--- src/rtl/mouse_position_tracker.sv ---
// mouse_position_tracker
// Turns decoded PS/2 mouse packets into a bounded cursor position plus
// registered button state, click edges and a per-packet update strobe.
//
// Pipeline, one packet per cycle:
//   capture : the CLK edge that samples PKT_VALID=1 latches the raw packet
//   stage 1 : sign/overflow handling, sensitivity shift, optional Y invert
//   stage 2 : position accumulate with clamp or wrap, buttons, pulses
// Outputs therefore change on the second edge after the sampling edge.
//
// Handshake: PKT_VALID is a push-only strobe with no ready/back-pressure.
// Every cycle with PKT_VALID=1 is a new packet and is always consumed.
// STATUS/DX/DY only need to be meaningful in that cycle.

module mouse_position_tracker #(
   parameter int WIDTH    = 8,
   parameter int LIMIT_X  = 160,
   parameter int LIMIT_Y  = 120,
   parameter int SHIFT    = 0,
   parameter int WRAP     = 0,
   parameter int INVERT_Y = 1
) (
   input  logic             CLK,
   input  logic             RESET,
   input  logic             PKT_VALID,
   input  logic [7:0]       STATUS,
   input  logic [7:0]       DX,
   input  logic [7:0]       DY,
   input  logic             RECENTRE,
   output logic [WIDTH-1:0] POS_X,
   output logic [WIDTH-1:0] POS_Y,
   output logic [2:0]       BUTTONS,
   output logic [2:0]       CLICK,
   output logic             POS_VALID,
   output logic             PKT_ERR
);

   // ------------------------------------------------------------------
   // Elaboration-time sanity: each axis needs at least two positions and
   // must be representable in WIDTH bits.
   // ------------------------------------------------------------------
   if ((LIMIT_X < 2) || (longint'(LIMIT_X) > (longint'(1) << WIDTH)) ||
       (LIMIT_Y < 2) || (longint'(LIMIT_Y) > (longint'(1) << WIDTH))) begin : g_bad_limits
      $error("mouse_position_tracker: LIMIT_X/LIMIT_Y must be in 2..2**WIDTH");
   end

   // Accumulator width. WIDTH+2 already holds pos + delta without overflow
   // for WIDTH >= 8; the floor of 11 keeps the full 10-bit delta exact when
   // a narrow WIDTH is chosen.
   localparam int SW = (WIDTH + 2 > 11) ? WIDTH + 2 : 11;

   localparam logic [WIDTH-1:0] CENTRE_X = WIDTH'(LIMIT_X / 2);
   localparam logic [WIDTH-1:0] CENTRE_Y = WIDTH'(LIMIT_Y / 2);

   // ------------------------------------------------------------------
   // Capture rank
   // ------------------------------------------------------------------
   logic       cap_valid;
   logic [7:0] cap_status;
   logic [7:0] cap_dx;
   logic [7:0] cap_dy;

   // Latch the raw packet on the edge that samples PKT_VALID.
   always_ff @(posedge CLK or negedge RESET) begin
      if (!RESET) begin
         cap_valid  <= 1'b0;
         cap_status <= 8'h00;
         cap_dx     <= 8'h00;
         cap_dy     <= 8'h00;
      end else begin
         cap_valid <= PKT_VALID;
         if (PKT_VALID) begin
            cap_status <= STATUS;
            cap_dx     <= DX;
            cap_dy     <= DY;
         end
      end
   end

   // ------------------------------------------------------------------
   // Stage 1: delta formation
   // ------------------------------------------------------------------
   logic signed [8:0] raw_dx;
   logic signed [8:0] raw_dy;
   logic signed [9:0] shift_dx;
   logic signed [9:0] shift_dy;
   logic signed [9:0] delta_dx;
   logic signed [9:0] delta_dy;

   // Build signed 9-bit deltas, saturate on overflow, shift, then invert Y.
   always_comb begin
      raw_dx   = $signed({cap_status[4], cap_dx});
      raw_dy   = $signed({cap_status[5], cap_dy});
      shift_dx = '0;
      shift_dy = '0;
      delta_dx = '0;
      delta_dy = '0;

      // An overflowed axis reports the largest magnitude in its direction.
      if (cap_status[6]) begin
         raw_dx = cap_status[4] ? 9'sh100 : 9'sh0FF;
      end
      if (cap_status[7]) begin
         raw_dy = cap_status[5] ? 9'sh100 : 9'sh0FF;
      end

      // Arithmetic shift divides sensitivity (rounds toward -infinity).
      shift_dx = $signed({raw_dx[8], raw_dx}) >>> SHIFT;
      shift_dy = $signed({raw_dy[8], raw_dy}) >>> SHIFT;

      // 10 bits leave room for -(-256) = +256 after inversion.
      delta_dx = shift_dx;
      delta_dy = (INVERT_Y != 0) ? -shift_dy : shift_dy;
   end

   logic              s1_valid;
   logic              s1_ok;
   logic [2:0]        s1_btn;
   logic signed [9:0] s1_dx;
   logic signed [9:0] s1_dy;

   // Register the stage-1 result; STATUS[3] decides whether it is usable.
   always_ff @(posedge CLK or negedge RESET) begin
      if (!RESET) begin
         s1_valid <= 1'b0;
         s1_ok    <= 1'b0;
         s1_btn   <= 3'b000;
         s1_dx    <= '0;
         s1_dy    <= '0;
      end else begin
         s1_valid <= cap_valid;
         if (cap_valid) begin
            s1_ok  <= cap_status[3];
            s1_btn <= cap_status[2:0];
            s1_dx  <= delta_dx;
            s1_dy  <= delta_dy;
         end
      end
   end

   // ------------------------------------------------------------------
   // Stage 2: position update
   // ------------------------------------------------------------------

   // New coordinate for one axis. Clamp mode pins to the edges; wrap mode
   // first limits the step to less than one full lap so that a single
   // add/subtract of the limit brings it back into range.
   function automatic logic [WIDTH-1:0] step_pos(input logic [WIDTH-1:0] pos,
                                                 input logic signed [9:0] delta,
                                                 input int limit);
      logic signed [SW-1:0] p;
      logic signed [SW-1:0] d;
      logic signed [SW-1:0] lim;
      logic signed [SW-1:0] lim_m1;
      logic signed [SW-1:0] n;
      p      = $signed(SW'(pos));
      d      = SW'(delta);
      lim    = SW'(limit);
      lim_m1 = SW'(limit - 1);
      if (WRAP != 0) begin
         if (d > lim_m1) begin
            d = lim_m1;
         end else if (d < -lim_m1) begin
            d = -lim_m1;
         end
         n = p + d;
         if (n < 0) begin
            n = n + lim;
         end else if (n > lim_m1) begin
            n = n - lim;
         end
      end else begin
         n = p + d;
         if (n < 0) begin
            n = '0;
         end else if (n > lim_m1) begin
            n = lim_m1;
         end
      end
      return n[WIDTH-1:0];
   endfunction

   logic             take;
   logic [WIDTH-1:0] next_x;
   logic [WIDTH-1:0] next_y;

   // A packet lands in stage 2 only when it was valid and well-formed.
   always_comb begin
      take   = s1_valid & s1_ok;
      next_x = step_pos(POS_X, s1_dx, LIMIT_X);
      next_y = step_pos(POS_Y, s1_dy, LIMIT_Y);
   end

   // Output registers: position (recentre wins), buttons, one-cycle pulses.
   always_ff @(posedge CLK or negedge RESET) begin
      if (!RESET) begin
         POS_X     <= CENTRE_X;
         POS_Y     <= CENTRE_Y;
         BUTTONS   <= 3'b000;
         CLICK     <= 3'b000;
         POS_VALID <= 1'b0;
         PKT_ERR   <= 1'b0;
      end else begin
         POS_VALID <= take;
         PKT_ERR   <= s1_valid & ~s1_ok;
         CLICK     <= 3'b000;
         if (take) begin
            BUTTONS <= s1_btn;
            CLICK   <= s1_btn & ~BUTTONS;
         end
         // Back-to-back packets chain through POS_X/POS_Y themselves, so
         // each one builds on the result of the one before it.
         if (RECENTRE) begin
            POS_X <= CENTRE_X;
            POS_Y <= CENTRE_Y;
         end else if (take) begin
            POS_X <= next_x;
            POS_Y <= next_y;
         end
      end
   end

endmodule

--- config.mk ---
export PLATFORM = sky130hd
export DESIGN_NAME = mouse_position_tracker
export DESIGN_NICKNAME = d
export VERILOG_FILES = /design/src/rtl/mouse_position_tracker.sv
export SDC_FILE = /design/constraint.sdc
export NUM_CORES = 1
export LEC_CHECK = 0
export CAP_MARGIN = 20
export CORE_ASPECT_RATIO = 0.5
export CORE_MARGIN = 4
export CORE_UTILIZATION = 45
export CTS_CLUSTER_DIAMETER = 60
export DETAILED_ROUTE_END_ITERATION = 8
export PLACE_DENSITY = 0.66
export SLEW_MARGIN = 10
export SYNTH_ARGS = -nofsm -noshare
export SYNTH_HDL_FRONTEND = slang
export SYNTH_SLANG_ARGS = --single-unit
--- constraint.sdc ---
create_clock -name CLK -period 6.7 [get_ports CLK]
set_input_delay 0.67 -clock CLK [delete_from_list [all_inputs] [get_ports CLK]]
set_output_delay 0.67 -clock CLK [all_outputs]
set_load 0.005 [all_outputs]
==> results by group <==
Logic synthesis
  • Seq/Total Area, Yosys: 48.3%
  • Syn avg cell area: 11.2 sq um
  • Top cell type's share of synthesized area: 44.2%
  • Top cells by count, synth: dfrtp_1 (67), mux2_2 (32), a21oi_1 (28)
  • Synthesized area: 0.00380 sq mm
  • Unique masters post-synth: 61
  • Ranking of synthesized cells by area: dfrtp_1 (44%), mux2_2 (9.5%), ha_1 (5.6%)
  • YS warnings: 0
  • Async SR Flop Fraction: 100%
  • Most frequent cell after synthesis: dfrtp_1
  • Post-synth EDFFs: 0
  • Mapped Cells: 338
  • Area leader, netlist: dfrtp_1
  • FF+latch count, synth: 73
  • Syn_nets: 385
  • Primary FF master, synth: dfrtp_1

Critical path
  • Largest stage delay, worst path: 0.45 ns
  • Worst setup path category: flop to flop
  • Crit path DAT: 2.92 ns
  • Slowest CP cell: fa_1
  • Levels on crit path: 8
  • CP top delay family: compound AO/OA/AOI/OAI gates
  • CP max FO: 5
  • Data required time of the worst path: 6.96 ns
  • WP buf/inv: 0
  • Crit path capture type: flop
  • CP cell instances: ha_1, fa_1, a211oi_2, nor4b_1, or3b_1, o211ai_2, a311oi_1, a211o_1
  • CP Launch Type: flop
  • CP startpoint: POS_X[0]$_DFFE_PN0P_
  • Worst-case reg-to-reg path depth: 8
  • Reg-to-reg startpoint: POS_X[0]$_DFFE_PN0P_

Timing
  • RSZ-0062 raised after global routing: no
  • Post-route setup slack: 4.05 ns
  • Layout Skew: 0.00556 ns
  • Tmin final: 2.65 ns
  • Final Hold Fails: 0
  • # setup viols final: 0
  • Slew Limit Headroom: 40.6%
  • Fin crit share: 39.6%
  • FMAX: 377 MHz
  • Slew @ Worst Pin: 0.891 ns
  • Setup TNS Final: 0 ns
  • Final Max Tran Viols: 0

Die
  • Die height: 73.0 um
  • Starting density of the core: 46.8%
  • # rows: 23
  • I/O pins: 52
  • Die ar.: 0.0101 sq mm
  • Die width: 138 um
  • Core footprint: 0.00812 sq mm

Clock network
  • CTS Buffer Depth: 2
  • Clk sinks: 73
  • CTS Root Cell: clkbuf_16
  • H-Tree Depth: 3
  • CTS Buf Count: 9
  • Clock latency on the worst-skew pair: 0.33 ns
  • CTS Hold Bufs: 0
  • CTS tree: done
  • Post-CTS Setup Bufs: 0
  • Clock-pin slew on the worst setup and hold paths: 0.06 ns
  • Resized cells post-CTS: 0

Worst hold path
  • Hold Crit Class: flop to flop
  • Cell depth of the worst hold path: 1
  • Beginning of the worst hold path: s1_ok$_DFFE_PN0P_

Cells and area
  • Number of nets in the layout: 439
  • Layout area overhead: 25.2%
  • Design area: 0.00475 sq mm
  • Layout cells sized above 1: 16.6%
  • Diodes inserted: 0

Placed design
  • Placement Setup Slack: 4.10 ns
  • Routability cong.: 0.875
  • HPWL after DPL: 6180 um
  • PortBufs: 51
  • Post-DP Area: 0.00439 sq mm

Route
  • Wire length per cell: 16.4 um
  • Routed Antenna Nets: 0
  • TritonRoute pass-1 iters: 5
  • Vias/cell: 5.55
  • DRT iter0 DRCs: 143
  • Total Wirelength: 8370 um
  • Remaining DRCs: 0
  • Via count: 2826

GRT
  • Number of global-route vias before repair: 2836
  • GRT overflow: 0
  • Antenna violations before repair: 0
  • First-pass GRT wire length: 14200 um
  • Gr usage total: 18.4%
  • Largest net degree at the start of global routing: 74

Pwr
  • Cell Pwr Density: 319 mW/mm^2
  • Total power after layout: 0.00152 W
  • Leakage: 1.98 nW
  • Maximum vdd ir drop: 162 uV

Flow run
  • Max-cap violations: 0

Status
  • Status: complete, no violations
[sequential cells by signal, summed over array words and instances (netlist names)]
register,cells
POS_X,8
s1_dx,9
POS_Y,8
PKT_ERR,1
s1_ok,1
CLICK,3
cap_status,8
BUTTONS,3
s1_valid,1
cap_dx,8
cap_valid,1
s1_btn,3
cap_dy,8
POS_VALID,1
s1_dy,10
[power by group]
group          internal [W]  switching, W
clock network      0.000364      0.000179
registers          0.000503     0.0000556
logic              0.000207      0.000211
[through the flow]
step / std cells / util, % / hold WS (ns)
2_1_floorplan: 338 / - / 0.352
3_3_place_gp: 491 / 54.1 / 0.428
3_5_place_dp: 491 / 54.1 / 0.440
4_1_cts: 507 / 58.2 / 0.446
5_1_grt: 509 / 58.6 / 0.477
6_report: 509 / 58.6 / 0.446
[path summary, 6_finish.rpt]
check / slack, ns / to
worst max-delay path: 4.05 / POS_X[4]$_DFFE_PN1P_
worst min-delay path: 0.45 / PKT_ERR$_DFF_PN0_
worst max register to register: 4.05 / POS_X[4]$_DFFE_PN1P_
worst min register to register: 0.45 / PKT_ERR$_DFF_PN0_
max in group asynchronous: 5.58 / POS_Y[1]$_DFFE_PN0P_
min in group asynchronous: 0.56 / BUTTONS[1]$_DFFE_PN0P_
[layout make-up]
type                    instances  area [sq um]
clock buffers                  11           233
well taps                     112           140
flip-flops and latches         73          1830
multi-input cells             242          1860
inverters                      12          45.0
repair buffers                 54           543
fillers                       702          3360
clock inverters                 5           104
[layer usage]
layer  track usage [%]  vias to the layer above  part of all wire, %
met1              26.1                     1401                   50
met2              27.3                       57                   43
met5                 0                        -                    0
met4              5.59                        0                  1.1
li1                  -                     1358                    -
met3              5.58                       10                  5.4
[kinds of logic (layout without fill, tap and decap cells)]
group	count (synthesis)	in the layout	synth area share (%)
AO/OA/AOI/OAI	99	99	17.3
XOR/XNOR	14	14	3.23
adder cells (fa/ha/maj)	19	19	6.66
buffers and inverters	23	82	2.83
flip-flops	73	73	48.3
multiplexers	34	34	10.0
AND/OR/NAND/NOR	76	76	11.7
[placed cells by master, fill, tap and decap left out, types with 3 or more instances in the layout]
master | netlist | final
a211oi_1 | 6 | 6
a21o_1 | 6 | 6
a21oi_1 | 28 | 28
a22o_1 | 5 | 5
bufinv_16 | 0 | 3
clkbuf_16 | 0 | 9
clkdlybuf4s50_1 | 0 | 50
dfrtp_1 | 67 | 67
dfstp_2 | 6 | 6
ha_1 | 17 | 17
inv_1 | 10 | 10
mux2_2 | 32 | 32
nand2_1 | 12 | 12
nand2b_1 | 3 | 3
nand3_1 | 4 | 4
nand3b_1 | 4 | 4
nor2_1 | 22 | 22
nor3b_1 | 4 | 4
o21a_1 | 8 | 8
o21ai_0 | 21 | 21
o22ai_1 | 3 | 3
or3_1 | 3 | 3
xnor2_1 | 8 | 8
xor2_1 | 6 | 6
Power figures use the tool's default switching activity.
